--- config.mk ---
export PLATFORM = sky130hd
export DESIGN_NAME = muldiv_unit_flat
export DESIGN_NICKNAME = d
export VERILOG_FILES = /design/src/rtl/muldiv_unit_if.sv /design/src/rtl/muldiv_unit.sv /design/src/flat_wrapper.sv
export SDC_FILE = /design/constraint.sdc
export NUM_CORES = 1
export LEC_CHECK = 0
export CAP_MARGIN = 20
export CORE_MARGIN = 2
export CORE_UTILIZATION = 45
export CTS_BUF_LIST = sky130_fd_sc_hd__clkbuf_8
export DETAILED_ROUTE_END_ITERATION = 10
export PLACE_DENSITY = 0.73
export SETUP_SLACK_MARGIN = 0.5
export SLEW_MARGIN = 10
export SYNTH_ARGS = -nofsm -noshare
export SYNTH_HDL_FRONTEND = slang
export SYNTH_SLANG_ARGS = --single-unit
--- constraint.sdc ---
create_clock -name clk -period 4.25 [get_ports clk]
set_input_delay 0.85 -clock clk [delete_from_list [all_inputs] [get_ports clk]]
set_output_delay 0.85 -clock clk [all_outputs]
set_load 0.005 [all_outputs]
--- src/rtl/muldiv_unit_if.sv ---
// muldiv_unit_if: start/done handshake plus operand and result bundle for muldiv_unit
interface muldiv_unit_if #(parameter int WIDTH = 32);
  logic             start;
  logic [1:0]       op;
  logic             cancel;
  logic [WIDTH-1:0] a;
  logic [WIDTH-1:0] b;
  logic [WIDTH-1:0] hi;
  logic [WIDTH-1:0] lo;
  logic             busy;
  logic             done;
  logic             div_zero;
  modport master(output start, op, cancel, a, b, input hi, lo, busy, done, div_zero);
  modport slave(input start, op, cancel, a, b, output hi, lo, busy, done, div_zero);
endinterface

--- src/rtl/muldiv_unit.sv ---
// muldiv_unit: multicycle signed/unsigned multiply (shift-add) and divide (restoring), one bit per clock
module muldiv_unit #(
  parameter int WIDTH = 32
) (
  input  logic         clk,
  input  logic         reset,
  muldiv_unit_if.slave bus
);
  localparam int CNT_W = $clog2(WIDTH + 1);
  typedef enum logic [1:0] {IDLE, RUN, FIX} state_t;
  state_t             r_state, w_next;
  logic               r_isdiv, r_sa, r_sb, r_dz, r_done, r_div0;
  logic [WIDTH-1:0]   r_a, r_m, r_hi, r_lo;
  logic [2*WIDTH-1:0] r_p;
  logic [CNT_W-1:0]   r_cnt;
  logic               w_start, w_bz, w_sa, w_sb, w_neg;
  logic [WIDTH-1:0]   w_abs_a, w_abs_b, w_q, w_r;
  logic [WIDTH:0]     w_sum, w_sh;
  logic [WIDTH+1:0]   w_dif;
  logic [2*WIDTH-1:0] w_pm, w_pd, w_prod;
  assign w_sa    = ~bus.op[0] & bus.a[WIDTH-1];
  assign w_sb    = ~bus.op[0] & bus.b[WIDTH-1];
  assign w_abs_a = w_sa ? -bus.a : bus.a;
  assign w_abs_b = w_sb ? -bus.b : bus.b;
  assign w_start = (r_state == IDLE) & bus.start & ~bus.cancel;
  assign w_bz    = bus.op[1] & (bus.b == '0);
  assign w_sum   = {1'b0, r_p[2*WIDTH-1:WIDTH]} + {1'b0, r_m};
  assign w_pm    = r_p[0] ? {w_sum, r_p[WIDTH-1:1]} : {1'b0, r_p[2*WIDTH-1:1]};
  assign w_sh    = {r_p[2*WIDTH-1:WIDTH], r_p[WIDTH-1]};
  assign w_dif   = {1'b0, w_sh} - {2'b0, r_m};
  assign w_pd    = w_dif[WIDTH+1] ? {w_sh[WIDTH-1:0], r_p[WIDTH-2:0], 1'b0}
                                  : {w_dif[WIDTH-1:0], r_p[WIDTH-2:0], 1'b1};
  assign w_neg   = r_sa ^ r_sb;
  assign w_prod  = w_neg ? -r_p : r_p;
  assign w_q     = w_neg ? -r_p[WIDTH-1:0] : r_p[WIDTH-1:0];
  assign w_r     = r_sa ? -r_p[2*WIDTH-1:WIDTH] : r_p[2*WIDTH-1:WIDTH];
  assign bus.hi       = r_hi;
  assign bus.lo       = r_lo;
  assign bus.busy     = r_state != IDLE;
  assign bus.done     = r_done;
  assign bus.div_zero = r_div0;
  // state register
  always_ff @(posedge clk or negedge reset) begin
    if (!reset) r_state <= IDLE;
    else r_state <= w_next;
  end
  // next state: divide by zero skips the iterations, cancel aborts RUN/FIX
  always_comb begin
    w_next = r_state;
    if (r_state == IDLE) begin
      if (w_start) w_next = w_bz ? FIX : RUN;
    end else if (bus.cancel) w_next = IDLE;
    else if (r_state == RUN) begin
      if (r_cnt == CNT_W'(WIDTH - 1)) w_next = FIX;
    end else w_next = IDLE;
  end
  // operand latch, per-bit iteration and sign-corrected result registration
  always_ff @(posedge clk or negedge reset) begin
    if (!reset) begin
      r_isdiv <= 1'b0;
      r_sa    <= 1'b0;
      r_sb    <= 1'b0;
      r_dz    <= 1'b0;
      r_done  <= 1'b0;
      r_div0  <= 1'b0;
      r_a     <= '0;
      r_m     <= '0;
      r_p     <= '0;
      r_cnt   <= '0;
      r_hi    <= '0;
      r_lo    <= '0;
    end else begin
      r_done <= 1'b0;
      if (w_start) begin
        r_isdiv <= bus.op[1];
        r_sa    <= w_sa;
        r_sb    <= w_sb;
        r_dz    <= w_bz;
        r_a     <= bus.a;
        r_m     <= bus.op[1] ? w_abs_b : w_abs_a;
        r_p     <= {{WIDTH{1'b0}}, bus.op[1] ? w_abs_a : w_abs_b};
        r_cnt   <= '0;
        r_div0  <= 1'b0;
      end else if (r_state == RUN && !bus.cancel) begin
        r_p   <= r_isdiv ? w_pd : w_pm;
        r_cnt <= r_cnt + CNT_W'(1);
      end else if (r_state == FIX && !bus.cancel) begin
        r_hi   <= r_dz ? r_a : r_isdiv ? w_r : w_prod[2*WIDTH-1:WIDTH];
        r_lo   <= r_dz ? '1 : r_isdiv ? w_q : w_prod[WIDTH-1:0];
        r_done <= 1'b1;
        r_div0 <= r_dz;
      end
    end
  end
endmodule

--- src/flat_wrapper.sv ---
// flat-port wrapper written by rule: the top's interface ports become plain ports
module muldiv_unit_flat 
#(
  parameter int WIDTH = 32
)
  (clk, reset, bus_start, bus_op, bus_cancel, bus_a, bus_b, bus_hi, bus_lo, bus_busy, bus_done, bus_div_zero);
  muldiv_unit_if #(.WIDTH(WIDTH)) bus_i ();
  input  logic clk;
  input  logic reset;
  input wire logic [$bits(bus_i.start)-1:0] bus_start;
  input wire logic [$bits(bus_i.op)-1:0] bus_op;
  input wire logic [$bits(bus_i.cancel)-1:0] bus_cancel;
  input wire logic [$bits(bus_i.a)-1:0] bus_a;
  input wire logic [$bits(bus_i.b)-1:0] bus_b;
  output wire logic [$bits(bus_i.hi)-1:0] bus_hi;
  output wire logic [$bits(bus_i.lo)-1:0] bus_lo;
  output wire logic [$bits(bus_i.busy)-1:0] bus_busy;
  output wire logic [$bits(bus_i.done)-1:0] bus_done;
  output wire logic [$bits(bus_i.div_zero)-1:0] bus_div_zero;
  assign bus_i.start = bus_start;
  assign bus_i.op = bus_op;
  assign bus_i.cancel = bus_cancel;
  assign bus_i.a = bus_a;
  assign bus_i.b = bus_b;
  assign bus_hi = bus_i.hi;
  assign bus_lo = bus_i.lo;
  assign bus_busy = bus_i.busy;
  assign bus_done = bus_i.done;
  assign bus_div_zero = bus_i.div_zero;
  muldiv_unit #(.WIDTH(WIDTH)) u_core (.clk(clk), .reset(reset), .bus(bus_i));
endmodule
==> key figures <==
Setup path
  • Worst Path Max Fanout: 32
  • CP max-delay cell: o2111a_1
  • Worst Setup End Kind: register
  • Critical path arrival: 3.96 ns
  • Worst r2r path cells: 12
  • Startpoint types: register
  • CP delay by family, top: compound AO/OA/AOI/OAI gates
  • CP required: around 4.7 ns
  • Worst R2R Setup Slack: 0.75 ns
  • CP Depth: 12
  • CP peak stage delay: 0.43 ns
  • Kind of critical path: register to register
  • CP Buf/Inv Count: 2
  • CP cell instances: inv_1 > ha_1 > nor2b_1 > o2111ai_1 > nand4b_1 > o2111a_1 > o311ai_4 > a22oi_2 > buf_12 > o21ai_0 > a21oi_1 > o31ai_1

Synth
  • #FFs+latches synth: 206
  • Mapped Nets: 2179
  • Mean post-synth cell area: 8.00 um2
  • Synth cell types: 95
  • Ys Warns: 0
  • Mapped Cells: between 2000 and 2500
  • Asr flop ratio synth: 1.00
  • Number of synthesized flops with an enable pin: 0
  • Ys flop type: dfrtp_1
  • Synthesized cell area: approximately 16000 um2
  • Sequential area share after synthesis: 0.316

Worst hold path
  • Worst hold-check path type: primary input to asynchronous set/reset pin

Detailed routing
  • Via Count: 16022
  • DRC viols: 7
  • DR pass1 iterations: 9
  • First DRT Iteration DRCs: 1462
  • Vias per cell: 6.09
  • Wire per inst: 21.3 um
  • ANT nets after route: 0
  • Routed WL: between 50000 and 60000 um

GRT
  • Largest net degree at the start of global routing: 99
  • Antenna violations before repair: 1
  • Vias in the first global route: 15176
  • First-pass GRT wire length: 86000 um
  • GRT Util Overall: 0.290
  • Grt ovf: 0

Pwr
  • Worst vdd ir: 0.000423 V
  • Leak pwr: approximately 0.0083 uW
  • Clk pwr share: 0.152
  • Sw Share: 0.472
  • P per Cell Area: 717 nW/um2
  • Seq pwr share: 0.264
  • Switching pwr: 6450 uW
  • Comb pwr share: 0.583
  • Int Pwr: 7200 uW

Clock tree
  • CTS Sinks: 206
  • Clock latency at the later pin of the worst-skew pair: about 0.57 ns
  • TritonCTS buffer count: 37
  • H-Tree Depth: 2
  • CTS tree: yes
  • Post-CTS Setup Inserts: 0
  • Clock root buffer: clkbuf_8
  • CTS Buffer Depth: 3
  • CTS clk-pin slew, worst paths: 0.06 ns

STA
  • Final hold violations: 0
  • Setup violators final: 0
  • Slew headroom: 0.261
  • Final setup TNS: 0 ns
  • Fin crit share: 0.823
  • Least-Margin Pin Slew: roughly 1.1 ns
  • FMAX: 286 MHz
  • Unrepaired setup endpoints after global routing: false
  • Layout Skew: 0.0222 ns
  • Fin. max-slew vios: 0
  • Final min period: between 3 and 4 ns

Job
  • Max cap viols: 0

Cells and area
  • # nets final: 2284
  • Most frequent cells in the layout: nand2_1 (307), a21oi_1 (205), dfrtp_1 (204)
  • Fillers: 3345
  • Register area: 5160 um2
  • # diodes: 0
  • Area of the multi-input gates: between 10000 and 15000 um2
  • Fin util: 0.534
  • Most common cell after layout, fill and taps aside: nand2_1
  • Area delta synth->final: 16.7%
  • Share of layout cells above drive strength 1: 0.0778

Floorplan
  • Core Rows: about 70
  • Core area: 35700 um2
  • Die Wd: ~200 um
  • IO Pins: 137
  • Starting Density: 0.457
  • Die Area: around 38000 um2
  • Die span in y: 194 um

Placed design
  • Placed wire-length estimate: roughly 43000 um
  • PortBufs: 136
  • Gp weighted congestion: ~0.96

Status
  • Outcome: finished, violations left
  • Violated checks: design-rule violations
power by group through the flow:
stage / clock [uW] / combinational [uW] / sequential, uW
floorplan: 0 / 5410 / 3240
global placement: 0 / 7670 / 3580
detailed placement: 0 / 7800 / 3600
CTS: 2100 / 7860 / 3570
global route: 2190 / 8690 / 3690
finish: 2080 / 7970 / 3610
flip-flops by register name, indices dropped and copies added, names as in the netlist:
signal,count
u_core.r_p,64
u_core.r_cnt,6
u_core.bus.lo,32
u_core.r_dz,1
u_core.r_sb,1
u_core.r_sa,1
u_core.bus.done,1
u_core.r_isdiv,1
u_core.bus.hi,32
u_core.r_a,32
u_core.r_m,32
u_core.bus.div_zero,1
u_core.r_state,2
cells by family (layout without fill, tap and decap cells):
family | after synthesis | in the layout | synth area share
and+or+nand+nor | 681 | 681 | 0.197
buffers and inverters | 193 | 327 | 0.0464
adders and majority gates | 71 | 71 | 0.0554
DFF | 206 | 206 | 0.316
xor gates and xnor gates | 172 | 172 | 0.0924
muxes | 70 | 70 | 0.0434
AOI/OAI and AO/OA | 645 | 645 | 0.249
routing by layer:
| metal | track usage | wire length (um) |
|---|---|---|
| met1 | 0.385 | 23300 |
| met2 | 0.449 | 25100 |
| met3 | 0.0616 | 4930 |
| met4 | 0.145 | 2880 |
| met5 | 0 | 0 |
worst paths after layout:
kind	start	to
worst min-delay path	reset	u_core.r_p[40]
min in group clk	u_core.bus.lo[0]	u_core.bus.lo[0]
worst max register to register	u_core.r_m[1]	u_core.r_p[56]
worst max-delay path	u_core.r_m[1]	u_core.r_p[56]
max in group asynchronous	reset	u_core.bus.hi[5]
worst min register to register	u_core.bus.lo[0]	u_core.bus.lo[0]
per-stage QoR:
| stage | power [uW] | std cells | area, um2 | setup slack (ns) | hold WS [ns] |
|---|---|---|---|---|---|
| detailed placement | 11400 | 2565 | 18200 | 0.312 | 0.459 |
| finish | 13700 | 2633 | 19000 | 0.751 | 0.364 |
| floorplan | 8650 | 2038 | 16300 | 1.10 | 0.438 |
| global placement | 11300 | 2565 | 18200 | 0.362 | 0.456 |
| global route | 14600 | 2633 | 19000 | 0.533 | 0.422 |
| CTS | 13500 | 2633 | 19000 | 0.666 | 0.381 |
layout make-up:
class                           instances  area share
Timing Repair Buffer                  188      0.0933
Inverter                               71      0.0140
Sequential cell                       206       0.271
Tap cell                              461      0.0303
Clock inverter                         18     0.00723
Multi-Input combinational cell       1639       0.548
Clock buffer                           50      0.0361
what timing repair did:
action	4_1_cts	5_1_grt
gates resized for setup	0	3
hold buffers	0	0
setup endpoints to repair	0	5
endpoints found under the hold margin	0	0
synthesized netlist by cell type (12+ instances only):
library cell	count	area [um2]
dfrtp_1	206	5150
o211ai_1	38	285
nor3_1	39	195
o21ai_1	17	85.1
o21a_1	16	120
nand3_1	21	105
nor2_1	170	638
xnor2_1	94	823
a21o_1	37	278
mux2i_1	64	641
nor2b_1	15	93.8
a31oi_1	21	131
nand4_1	12	75.1
o221ai_1	12	105
and2_1	12	75.1
xor2_1	78	683
o21ai_0	165	826
ha_1	69	863
or3_1	16	100
a21oi_1	205	1030
nand2_1	308	1160
nand2b_1	13	81.3
inv_1	70	263
a22o_1	17	149
a211oi_1	16	120
clkbuf_1	103	387
o31ai_1	14	105
No activity file was read; power rests on OpenSTA's default activity.
